## src/rtl/serial_adder_pkg.sv

```systemverilog
// Shared definitions for the serial adder controller: FSM encoding,
// slice width and the slice-counter width derivation.
package serial_adder_pkg;

    // Controller states; encoding is fixed so other blocks can decode it.
    typedef enum logic [1:0] {
        ST_IDLE = 2'd0,
        ST_RUN  = 2'd1,
        ST_DONE = 2'd2
    } state_t;

    // Bits consumed per cycle by the fulladder slice.
    localparam int SLICE_W = 32'sd2;

    // Width of the slice counter: clog2(width/SLICE_W), never below 1.
    function automatic int cnt_width(input int width);
        int slices;
        slices = width / SLICE_W;
        if (slices <= 32'sd1) begin
            return 32'sd1;
        end else begin
            return $clog2(slices);
        end
    endfunction

endpackage

```

## src/rtl/serial_adder_ctrl.sv

```systemverilog
// Serial adder controller: sequences WIDTH-bit operands through an external
// 2-bit fulladder slice, LSB slice first, chaining the carry between cycles
// and assembling the sum and carry-out.
// Optional feature: define SERIAL_ADDER_OVF_EN to add the signed-overflow
// output `ovf`.
module serial_adder_ctrl
    import serial_adder_pkg::*;
#(
    parameter int WIDTH = 8
) (
    input  logic             clk,
    input  logic             rst,
    input  logic             start,
    input  logic [WIDTH-1:0] op_a,
    input  logic [WIDTH-1:0] op_b,
    input  logic             cin,
    output logic [1:0]       fa_a,
    output logic [1:0]       fa_b,
    output logic             fa_c,
    input  logic [1:0]       fa_sum,
    input  logic             fa_carry,
    output logic             busy,
    output logic             done,
    output logic [WIDTH-1:0] result,
`ifdef SERIAL_ADDER_OVF_EN
    output logic             ovf,
`endif
    output logic             cout
);

    localparam int CW = cnt_width(WIDTH);
    localparam logic [CW-1:0] LAST_CNT = CW'(WIDTH / SLICE_W - 1);
    localparam logic [CW-1:0] CNT_ONE  = CW'(1);

    state_t           state_r;
    state_t           state_next_s;
    logic             busy_r;
    logic             done_r;
    logic [WIDTH-1:0] a_sh_r;
    logic [WIDTH-1:0] b_sh_r;
    logic             carry_r;
    logic [CW-1:0]    cnt_r;
    logic [WIDTH-1:0] res_r;
    logic             cout_r;
    logic             last_slice_s;
`ifdef SERIAL_ADDER_OVF_EN
    logic             a_msb_r;
    logic             b_msb_r;
    logic             ovf_r;
`endif

    assign last_slice_s = (cnt_r == LAST_CNT);

    // Next-state decode; start is honoured only in IDLE, DONE lasts one cycle.
    always_comb begin
        state_next_s = state_r;
        case (state_r)
            ST_IDLE: begin
                if (start) begin
                    state_next_s = ST_RUN;
                end else begin
                    state_next_s = ST_IDLE;
                end
            end
            ST_RUN: begin
                if (last_slice_s) begin
                    state_next_s = ST_DONE;
                end else begin
                    state_next_s = ST_RUN;
                end
            end
            ST_DONE: begin
                state_next_s = ST_IDLE;
            end
            default: begin
                state_next_s = ST_IDLE;
            end
        endcase
    end

    // State register plus registered busy/done decoded from the next state.
    always_ff @(posedge clk or posedge rst) begin
        if (rst) begin
            state_r <= ST_IDLE;
            busy_r  <= 1'b0;
            done_r  <= 1'b0;
        end else begin
            state_r <= state_next_s;
            busy_r  <= (state_next_s == ST_RUN);
            done_r  <= (state_next_s == ST_DONE);
        end
    end

    // Operand capture, slice shifting, carry chaining and result assembly.
    // The operand shifters drain to zero and the carry is cleared on the
    // final slice, so the fa_* outputs are 0 outside RUN straight from flops.
    always_ff @(posedge clk or posedge rst) begin
        if (rst) begin
            a_sh_r  <= {WIDTH{1'b0}};
            b_sh_r  <= {WIDTH{1'b0}};
            carry_r <= 1'b0;
            cnt_r   <= {CW{1'b0}};
            res_r   <= {WIDTH{1'b0}};
            cout_r  <= 1'b0;
`ifdef SERIAL_ADDER_OVF_EN
            a_msb_r <= 1'b0;
            b_msb_r <= 1'b0;
            ovf_r   <= 1'b0;
`endif
        end else begin
            case (state_r)
                ST_IDLE: begin
                    if (start) begin
                        a_sh_r  <= op_a;
                        b_sh_r  <= op_b;
                        carry_r <= cin;
                        cnt_r   <= {CW{1'b0}};
`ifdef SERIAL_ADDER_OVF_EN
                        a_msb_r <= op_a[WIDTH-1];
                        b_msb_r <= op_b[WIDTH-1];
`endif
                    end else begin
                        carry_r <= carry_r;
                    end
                end
                ST_RUN: begin
                    res_r  <= (res_r >> SLICE_W) | (WIDTH'(fa_sum) << (WIDTH - SLICE_W));
                    a_sh_r <= a_sh_r >> SLICE_W;
                    b_sh_r <= b_sh_r >> SLICE_W;
                    cnt_r  <= cnt_r + CNT_ONE;
                    if (last_slice_s) begin
                        carry_r <= 1'b0;
                        cout_r  <= fa_carry;
`ifdef SERIAL_ADDER_OVF_EN
                        ovf_r   <= (a_msb_r == b_msb_r) && (fa_sum[1] != a_msb_r);
`endif
                    end else begin
                        carry_r <= fa_carry;
                    end
                end
                ST_DONE: begin
                    carry_r <= 1'b0;
                end
                default: begin
                    carry_r <= 1'b0;
                end
            endcase
        end
    end

    assign fa_a   = a_sh_r[1:0];
    assign fa_b   = b_sh_r[1:0];
    assign fa_c   = carry_r;
    assign busy   = busy_r;
    assign done   = done_r;
    assign result = res_r;
    assign cout   = cout_r;
`ifdef SERIAL_ADDER_OVF_EN
    assign ovf    = ovf_r;
`endif

endmodule
```

## config.mk

```make
export PLATFORM = sky130hd
export DESIGN_NAME = serial_adder_ctrl
export DESIGN_NICKNAME = d
export VERILOG_FILES = /design/src/rtl/serial_adder_pkg.sv /design/src/rtl/serial_adder_ctrl.sv
export SDC_FILE = /design/constraint.sdc
export NUM_CORES = 1
export LEC_CHECK = 0
export CORE_MARGIN = 2
export CORE_UTILIZATION = 30
export DETAILED_ROUTE_END_ITERATION = 7
export PLACE_DENSITY = 0.52
export SLEW_MARGIN = 20
export SYNTH_ARGS = -nofsm -noshare
export SYNTH_HDL_FRONTEND = slang
export SYNTH_SLANG_ARGS = --single-unit
export TNS_END_PERCENT = 100
```

## constraint.sdc

```tcl
create_clock -name clk -period 1.85 [get_ports clk]
set_input_delay 0.37 -clock clk [delete_from_list [all_inputs] [get_ports clk]]
set_output_delay 0.37 -clock clk [all_outputs]
set_load 0.1 [all_outputs]
```

---- After elaboration in Yosys (flattened, before gate mapping) ----
Index checks and enable logic that the tools add are counted.
operators by class
  mux-type cells .......................... 12
  reductions and logical operators ........ 4
  equality and inequality tests ........... 5
  $add $sub $neg .......................... 1
  bitwise gates (word level) .............. 1
operator list
  cell                                                  number
  case mux 8 bit (2 select lines)                       2
  2-to-1 mux 8 bit                                      2
  OR 6 x 8 -> 8 bit                                     1
  case mux 2 bit (2 select lines)                       2
  equality test 2 x 1 -> 1 bit (second input constant)  2
  equality test 2 bit (second input constant)           2
  2-to-1 mux 2 bit                                      2
  AND reduction 2 bit                                   2
  2-to-1 mux 1 bit                                      3
  adder 2 x 1 -> 2 bit (second input constant)          1
  logical NOT 2 bit                                     1
  inequality test 2 bit (second input constant)         1
  case mux 1 bit (2 select lines)                       1
  nonzero test 2 bit                                    1
word-level totals
  bits in registers ....................... 32
  word-level logic and storage cells ...... 32

---- Depth between registers and ports, before layout ----
Gate-level depths: netlist (run 1).
  depth after elaboration ................. 4
  gate-level depth with buffers ........... 6
  mapped depth without buffers ............ 4

---- Worst setup path before layout (run 1) ----
No wires, ideal clock.
  path type ............................... reg-to-reg
  from .................................... register, netlist name fa_c
  to ...................................... register carry_r (netlist: fa_c)
  setup slack ............................. 0.422 ns
  clock period less this slack ............ 1.428 ns
  path buffers ............................ 0
  stages on the path, launching flop included .. 4
  arrival time ............................ 1.350 ns
  required time ........................... 1.772 ns
  path through ............................ dfrtp_1 -> mux2_2 -> nand2_1 -> a21oi_1
RTL lines
  element               RTL line                  source
  to (signal assigned)  serial_adder_ctrl.sv:116  carry_r <= cin;
  to (signal assigned)  serial_adder_ctrl.sv:123  carry_r <= carry_r;
  to (signal assigned)  serial_adder_ctrl.sv:138  carry_r <= fa_carry;
  to (decl)             serial_adder_ctrl.sv:41   logic carry_r;

---- Final worst setup path (run 1) ----
  from .................................... input port start
  to ...................................... register cnt_r[0]
on the way
  word-level cells in the longest chain between the ends .. 2
RTL lines
  element                          RTL line                  source
  from (decl)                      serial_adder_ctrl.sv:13   input logic start,
  inequality test 2 bit (no line)  n/a
  AND reduction 2 bit (no line)    n/a
  to (signal assigned)             serial_adder_ctrl.sv:102  cnt_r <= {CW{1'b0}};
  to (signal assigned)             serial_adder_ctrl.sv:117  cnt_r <= {CW{1'b0}};
  to (signal assigned)             serial_adder_ctrl.sv:130  cnt_r <= cnt_r + CNT_ONE;
  to (decl)                        serial_adder_ctrl.sv:42   logic [CW-1:0] cnt_r;
Every way passes these cells.
A chain may end at the register's enable or synchronous reset.

==> results of run 1 <==
per-stage QoR:
stage          setup WS, ns  hold WS [ns]  instances  TNS [ns]
2_1_floorplan         0.422         0.446        123         0
3_3_place_gp        -0.0218         0.464        210   -0.0218
3_5_place_dp        -0.0650         0.476        210    -0.358
4_1_cts               0.212         0.486        217         0
5_1_grt              0.0560         0.507        217         0
6_report              0.196         0.466        217         0
worst max-delay path by stage:
stage	from	endpoint	slack, ns	depth (start not counted)
after floorplan	fa_c	fa_c	0.42	3
after global placement	start	cnt_r[0]	-0.02	3
after detailed placement	start	cnt_r[0]	-0.07	3
after CTS	start	cnt_r[0]	0.21	3
after global routing	start	a_sh_r[0]	0.06	4
final	start	cnt_r[0]	0.20	3
cells by family (layout without fill, tap and decap cells):
logic type / Yosys count / after routing / share of synthesized area (%)
simple gates: 40 / 40 / 13.4
buf+inv: 14 / 54 / 6.44
fa+ha+maj: 1 / 1 / 0.882
mux: 11 / 11 / 9.27
compound gates: 25 / 25 / 13.5
flops: 32 / 32 / 56.5
sequential cells by signal (all words and copies together), names as in the netlist:
signal,cells
done,1
busy,1
b_sh_r,8
state_r,2
fa_c,1
cout,1
cnt_r,2
a_sh_r,8
result,8
layout by cell type (no fill, tap or decap):
cell type	count
clkinv_1	1
a22o_1	1
inv_1	1
ha_1	1
and2_4	1
nor2_1	4
nand3_1	6
buf_4	7
a21oi_1	3
a32o_1	3
nand3b_1	1
o211ai_1	6
nor2b_4	1
nor2b_1	3
o21bai_1	1
a32oi_1	5
a31oi_1	1
buf_12	16
and2_1	1
clkdlybuf4s50_1	22
a22oi_1	4
mux2_2	9
mux2_4	2
nand2_1	22
nor3b_1	1
clkbuf_8	7
o21ai_0	1
dfrtp_1	32
worst min-delay path: stages:
cell and delay, ns:
clkdlybuf4s50_1 0.39, inv_1 0.05, buf_4 0.36
cell type report:
type                       count  area [um2]  area share, %
tap                           54        67.6           3.23
sequential                    32         801           38.3
multi-input combinational     77         526           25.1
timing repair buffer          45         593           28.4
inverter                       2        7.51          0.359
clock buffer                   7        96.3           4.61
per-layer routing:
layer | up-vias | wire length, um | track usage [%] | share of wire (%)
met5 | - | 0 | 0 | 0
met4 | 0 | 55 | 6.17 | 1.7
met2 | 38 | 1430 | 19.5 | 44
li1 | 510 | - | - | -
met1 | 539 | 1470 | 18.4 | 45
met3 | 7 | 287 | 6.35 | 8.8
==> results_dict.tcl, run 1 <==
set metrics [dict create \
    ctsLongestPathBuffers 2 \
    yosys_most_used_dff "dfrtp_1" \
    fillCellCount 416 \
    timing.rr.end "cnt_r[0]" \
    dr.pass1.iters 4 \
    crit_chain "clkdlybuf4s50_1 -> o21bai_1 -> mux2_2" \
    reg2reg_slack_ns 0.23 \
    worst-path-max-fanout 13 \
    drcViolationCount 0 \
    syn_area_per_cell_um2 11.5 \
    vias_per_cell 5.04 \
    coreArea_um2 4630 \
    grt_usage_pct 13.9 \
    initial_core_util_pct 30.6 \
    yosysTopAreaCell "dfrtp_1" \
    fin_util_pct 45.2 \
    critPathKind "in -> reg" \
    grt_pass1_wl_um 5510 \
    portBuffers 38 \
    path_clk_slew_ns 0.06 \
    drive_gt1_share_pct 26.4 \
    skew_ns 0.00413 \
    rr_startpoint "state_r[1]" \
    wire_per_inst_um 15.0 \
    cts.sinks 32 \
    synth_top_area_share_pct 56.5 \
    drv_slew 0 \
    n_antenna_cell 0 \
    status "completed" \
    io_pins 39 \
    synth_cell_type_count 28 \
    die_h_um 72.7 \
    finalCritPeriodShare_pct 89.4 \
    globalplace.congestion 0.767 \
    vias 1094 \
    cp_slowest_cell "o21bai_1" \
    slowest_delay_ns 0.78 \
    syn_inst 123 \
    crit_buf_inv 1 \
    cts_buffers 5 \
    grt_pass1_vias 1128 \
    setup_viol 0 \
    cts_tree "built" \
    reg2reg_depth 2 \
    fp.dieW_um 72.7 \
    async_reset_ff_share_pct 100 \
    cts_setup_buffers 0 \
    clk_latency_ns 0.28 \
    crit_path_end_kind "register" \
    drt_iter0_drc 83 \
    grt_max_degree 33 \
    root_buffer "clkbuf_8" \
    worstPathArrival_ns 1.87 \
    path_delay_family "compound AO/OA/AOI/OAI gates" \
    cts-resized-gates 0 \
    nets 187 \
    synth_edf_count 0 \
    htree_levels 2 \
    rsz0062_at_grt "false" \
    final_area_um2 2090 \
    place_area_um2 1990 \
    worstMarginPinSlew_ns 0.984 \
    antenna_found_initial 0 \
    yosysWarnings 0 \
    hold_class "in -> async" \
    maxCapViolCount 0 \
    synthTopCellsByCount "32 x dfrtp_1, 22 x nand2_1, 9 x mux2_2, 6 x nand3_1, 6 x o211ai_1" \
    cp_data_required_time_ns 2.07 \
    slew_headroom_pct 34.3 \
    area_delta_synth_final_pct 47.5 \
    fmax_mhz 605 \
    hold_buffers 0 \
    hold_violations 0 \
    dieArea_um2 5290 \
    cp-start-kind "input pin" \
    yosysSeqAreaShare_pct 56.5 \
    final_antenna_net_count 0 \
    dp.final_hpwl_um 2250 \
    fp-row-count 25 \
    syn_area_um2 1420 \
    yosys-top-cells-area "dfrtp_1 56%, mux2_2 7.1%, nand2_1 5.8%" \
    grt_overflow 0 \
    min_period_ns 1.65 \
    wl_um 3250 \
    syn_nets 147 \
    ys_ff_latch 32 \
    post-synth-top-count-cell "dfrtp_1" \
]
Power of run 1 is left out: the tool's default activity adds up to more than one toggle a clock period on the data nets, which glitch-free logic cannot reach.
==> run 2, diff against run 1 <==
Clock period 1.85 ns to 1.86 ns, I/O delays scaled along.
==> results_dict.tcl, run 2 (same netlist as run 1, synthesis figures left out) <==
set metrics [dict create \
    status "completed" \
    die_h_um 72.7 \
    cts_setup_buffers 0 \
    nets 186 \
    n_antenna_cell 0 \
    portBuffers 38 \
    path_clk_slew_ns 0.06 \
    worstMarginPinSlew_ns 0.926 \
    cts-resized-gates 0 \
    min_period_ns 1.60 \
    initial_core_util_pct 30.6 \
    antenna_found_initial 0 \
    worst-path-max-fanout 13 \
    clk_latency_ns 0.28 \
    grt_max_degree 33 \
    drcViolationCount 0 \
    final_common_cell "dfrtp_1" \
    crit_path_end_kind "register" \
    globalplace.congestion 0.762 \
    crit_buf_inv 0 \
    final_antenna_net_count 0 \
    rsz0062_at_grt "false" \
    cts.sinks 32 \
    finalCritPeriodShare_pct 86.0 \
    ctsLongestPathBuffers 2 \
    wl_um 3120 \
    dp.final_hpwl_um 2190 \
    dr.pass1.iters 4 \
    grt_overflow 0 \
    fp.dieW_um 72.7 \
    wire_per_inst_um 14.4 \
    holdWs_ns 0.464 \
    dp_slack_ns -0.0508 \
    hold_buffers 0 \
    dieArea_um2 5290 \
    grt_usage_pct 13.8 \
    crit_chain "o21bai_1 -> nand2_1 -> o211ai_1" \
    cp-start-kind "register" \
    root_buffer "clkbuf_8" \
    fillCellCount 451 \
    fin_util_pct 44.9 \
    slowest_delay_ns 0.78 \
    worstPathArrival_ns 1.79 \
    hold_class "in -> async" \
    drv_slew 0 \
    setup_viol 0 \
    slew_headroom_pct 38.1 \
    io_pins 39 \
    reg2reg_depth 3 \
    cp_data_required_time_ns 2.05 \
    area_delta_synth_final_pct 46.5 \
    drive_gt1_share_pct 25.2 \
    setup_ws_ns 0.260 \
    hold_violations 0 \
    crit_cells 3 \
    maxCapViolCount 0 \
    final_cell_mix "32 x dfrtp_1, 22 x nand2_1, 22 x clkdlybuf4s50_1, 16 x buf_12, 9 x mux2_2" \
    skew_ns 0.00276 \
    cts_tree "built" \
    critPathKind "reg -> reg" \
    fp-row-count 25 \
    vias 1082 \
    drt_iter0_drc 44 \
    cts_buffers 5 \
    coreArea_um2 4630 \
    htree_levels 2 \
    path_delay_family "compound AO/OA/AOI/OAI gates" \
    vias_per_cell 4.99 \
    cp_slowest_cell "o21bai_1" \
    grt_pass1_vias 1167 \
    fmax_mhz 625 \
    grt_pass1_wl_um 5590 \
]
==> run 2: layout make-up <==
class                   instances  area (um2)  area share, %
clock buffers                   8        90.1           4.34
repair buffers                 44         586           28.2
flip-flops and latches         32         801           38.6
inverters                       2        7.51          0.361
multi-input cells              77         526           25.3
well taps                      54        67.6           3.25
==> run 2: path summary, 6_finish.rpt <==
| path | startpoint | endpoint | slack (ns) |
|---|---|---|---|
| max | state_r[0] | b_sh_r[5] | 0.26 |
| min | rst | result[4] | 0.46 |
| max reg2reg | state_r[0] | b_sh_r[5] | 0.26 |
| max in group asynchronous | rst | result[3] | 1.10 |
| min reg2reg | a_sh_r[3] | a_sh_r[3] | 0.49 |
| min in group clk | a_sh_r[3] | a_sh_r[3] | 0.49 |
==> run 2: worst reg2reg max path, delay by kind of cell, from the launching register on <==
kind            cells  cell delay [ns]
compound gates      2             0.92
flops               1             0.47
simple gates        1             0.13
==> run 2: routing by layer <==
| metal | part of all wire [%] | routed length (um) | vias up | track usage (%) |
|---|---|---|---|---|
| met5 | 0 | 0 | - | 0 |
| met4 | 1.2 | 38 | 0 | 6.17 |
| met3 | 8.8 | 273 | 7 | 5.25 |
| met2 | 44 | 1360 | 40 | 20.1 |
| met1 | 46 | 1450 | 521 | 18.1 |
| li1 | - | - | 514 | - |
==> run 2: stage by stage <==
stage / area, um2 / std cells / TNS (ns)
floorplan: 1420 / 123 / 0
global placement: 1990 / 209 / -0.0152
detailed placement: 1990 / 209 / -0.174
CTS: 2080 / 217 / 0
global route: 2080 / 217 / 0
finish: 2080 / 217 / 0
Power of run 2 is left out for the same reason.
==> run 3, diff against run 2 <==
--- a/config.mk
+++ b/config.mk
@@ -9,4 +9,5 @@
 export CORE_UTILIZATION = 30
 export DETAILED_ROUTE_END_ITERATION = 7
+export GPL_TIMING_DRIVEN = 0
 export PLACE_DENSITY = 0.52
 export SLEW_MARGIN = 20
==> constraint.sdc (replaced) <==
create_clock -name clk -period 1.86 [get_ports clk]
set_input_delay 0.186 -clock clk [delete_from_list [all_inputs] [get_ports clk]]
set_output_delay 0.186 -clock clk [all_outputs]
set_load 0.1 [all_outputs]
==> results_dict.tcl, run 3 (same netlist as run 1, synthesis figures left out) <==
set metrics [dict create \
    maxCapViolCount 0 \
    fp.dieW_um 72.7 \
    slew_headroom_pct 35.5 \
    rsz0062_at_grt "false" \
    cp_data_required_time_ns 1.67 \
    cts_tree "built" \
    ctsLongestPathBuffers 2 \
    antenna_found_initial 0 \
    status "completed" \
    setup_viol 0 \
    drive_gt1_share_pct 18.3 \
    io_pins 39 \
    reg2reg_depth 5 \
    crit_path_end_kind "primary output" \
    hold_class "in -> async" \
    drt_iter0_drc 77 \
    reg2reg_slack_ns 0.53 \
    htree_levels 2 \
    crit_start "b_sh_r[0]" \
    cp-start-kind "register" \
    drcViolationCount 0 \
    nets 192 \
    rr_startpoint "state_r[1]" \
    final_cell_mix "32 x dfrtp_1, 22 x nand2_1, 22 x clkdlybuf4s50_1, 16 x dlygate4sd2_1, 9 x mux2_2" \
    tns_ns 0 \
    skew_ns 0.00250 \
    vias 1104 \
    cts_buffers 5 \
    holdWs_ns 0.324 \
    path_clk_slew_ns 0.06 \
    wire_per_inst_um 14.5 \
    min_period_ns 1.78 \
    dr.pass1.iters 4 \
    timing.rr.end "result[7]" \
    portBuffers 38 \
    root_buffer "clkbuf_8" \
    dp.final_hpwl_um 2260 \
    fillCellCount 461 \
    final_common_cell "dfrtp_1" \
    hold_violations 0 \
    grt_overflow 0 \
    die_h_um 72.7 \
    fmax_mhz 562 \
    worstMarginPinSlew_ns 0.972 \
    finalCritPeriodShare_pct 95.6 \
    final_antenna_net_count 0 \
    cts_setup_buffers 0 \
    cts.sinks 32 \
    grt_pass1_wl_um 5340 \
    clk_latency_ns 0.28 \
    cp-endpoint "fa_b[0]" \
    grt_pass1_vias 1127 \
    n_antenna_cell 0 \
    initial_core_util_pct 30.6 \
    setup_ws_ns 0.0812 \
    wl_um 3240 \
    dieArea_um2 5290 \
    critPathKind "reg -> out" \
    worstPathArrival_ns 1.59 \
    grt_max_degree 33 \
    dp_slack_ns 0.0935 \
    vias_per_cell 4.95 \
    area_delta_synth_final_pct 36.5 \
    coreArea_um2 4630 \
    globalplace.congestion 0.759 \
    drv_slew 0 \
    grt_usage_pct 13.3 \
    fp-row-count 25 \
    worst-path-max-fanout 3 \
]
==> run 3: cell count changes in the layout (fill, tap and decap cells not counted), sizes merged <==
cell / previous run / this run
buf: 22 / 11
clkbuf: 8 / 9
dlygate4sd2: 0 / 16
==> run 3: worst min-delay path by stage <==
stage	cells past startpoint	from	endpoint	slack, ns
6_report	2	rst	result[1]	0.32
5_1_grt	2	rst	result[1]	0.39
4_1_cts	2	rst	result[6]	0.35
3_5_place_dp	2	a_sh_r[3]	a_sh_r[3]	0.47
3_3_place_gp	2	a_sh_r[4]	a_sh_r[4]	0.46
2_1_floorplan	1	rst	a_sh_r[0]	0.30
==> run 3: routing by layer <==
| metal | global-route usage, % | wire length [um] |
|---|---|---|
| met1 | 17.1 | 1490 |
| met2 | 20.5 | 1450 |
| met3 | 5.66 | 252 |
| met4 | 4.12 | 45 |
| met5 | 0 | 0 |
==> run 3: cell type report <==
type                            count  area (um2)  area share [%]
Buffer                             12        83.8            4.33
Sequential cell                    32         801            41.4
Timing Repair Buffer               38         360            18.6
Tap cell                           54        67.6            3.49
Clock buffer                        8        90.1            4.65
Inverter                            2        7.51           0.388
Multi-Input combinational cell     77         526            27.1
==> run 3: per-stage QoR <==
step / std cells / instance area [um2] / utilization [%]
6_report: 223 / 1940 / 41.8
5_1_grt: 223 / 1940 / 41.8
4_1_cts: 223 / 1940 / 41.8
3_5_place_dp: 215 / 1870 / 40.3
3_3_place_gp: 215 / 1870 / 40.3
2_1_floorplan: 123 / 1420 / -
==> run 3: critical path, stage by stage (launching register included) <==
cell and delay (ns):
dfrtp_1 0.37, buf_4 0.11, dlygate4sd2_1 0.83
==> run 3: repair_timing <==
action	in CTS	in global routing
gates resized for setup	16	0
hold buffers	0	0
setup endpoints to repair	16	0
Power of run 3 is left out for the same reason.
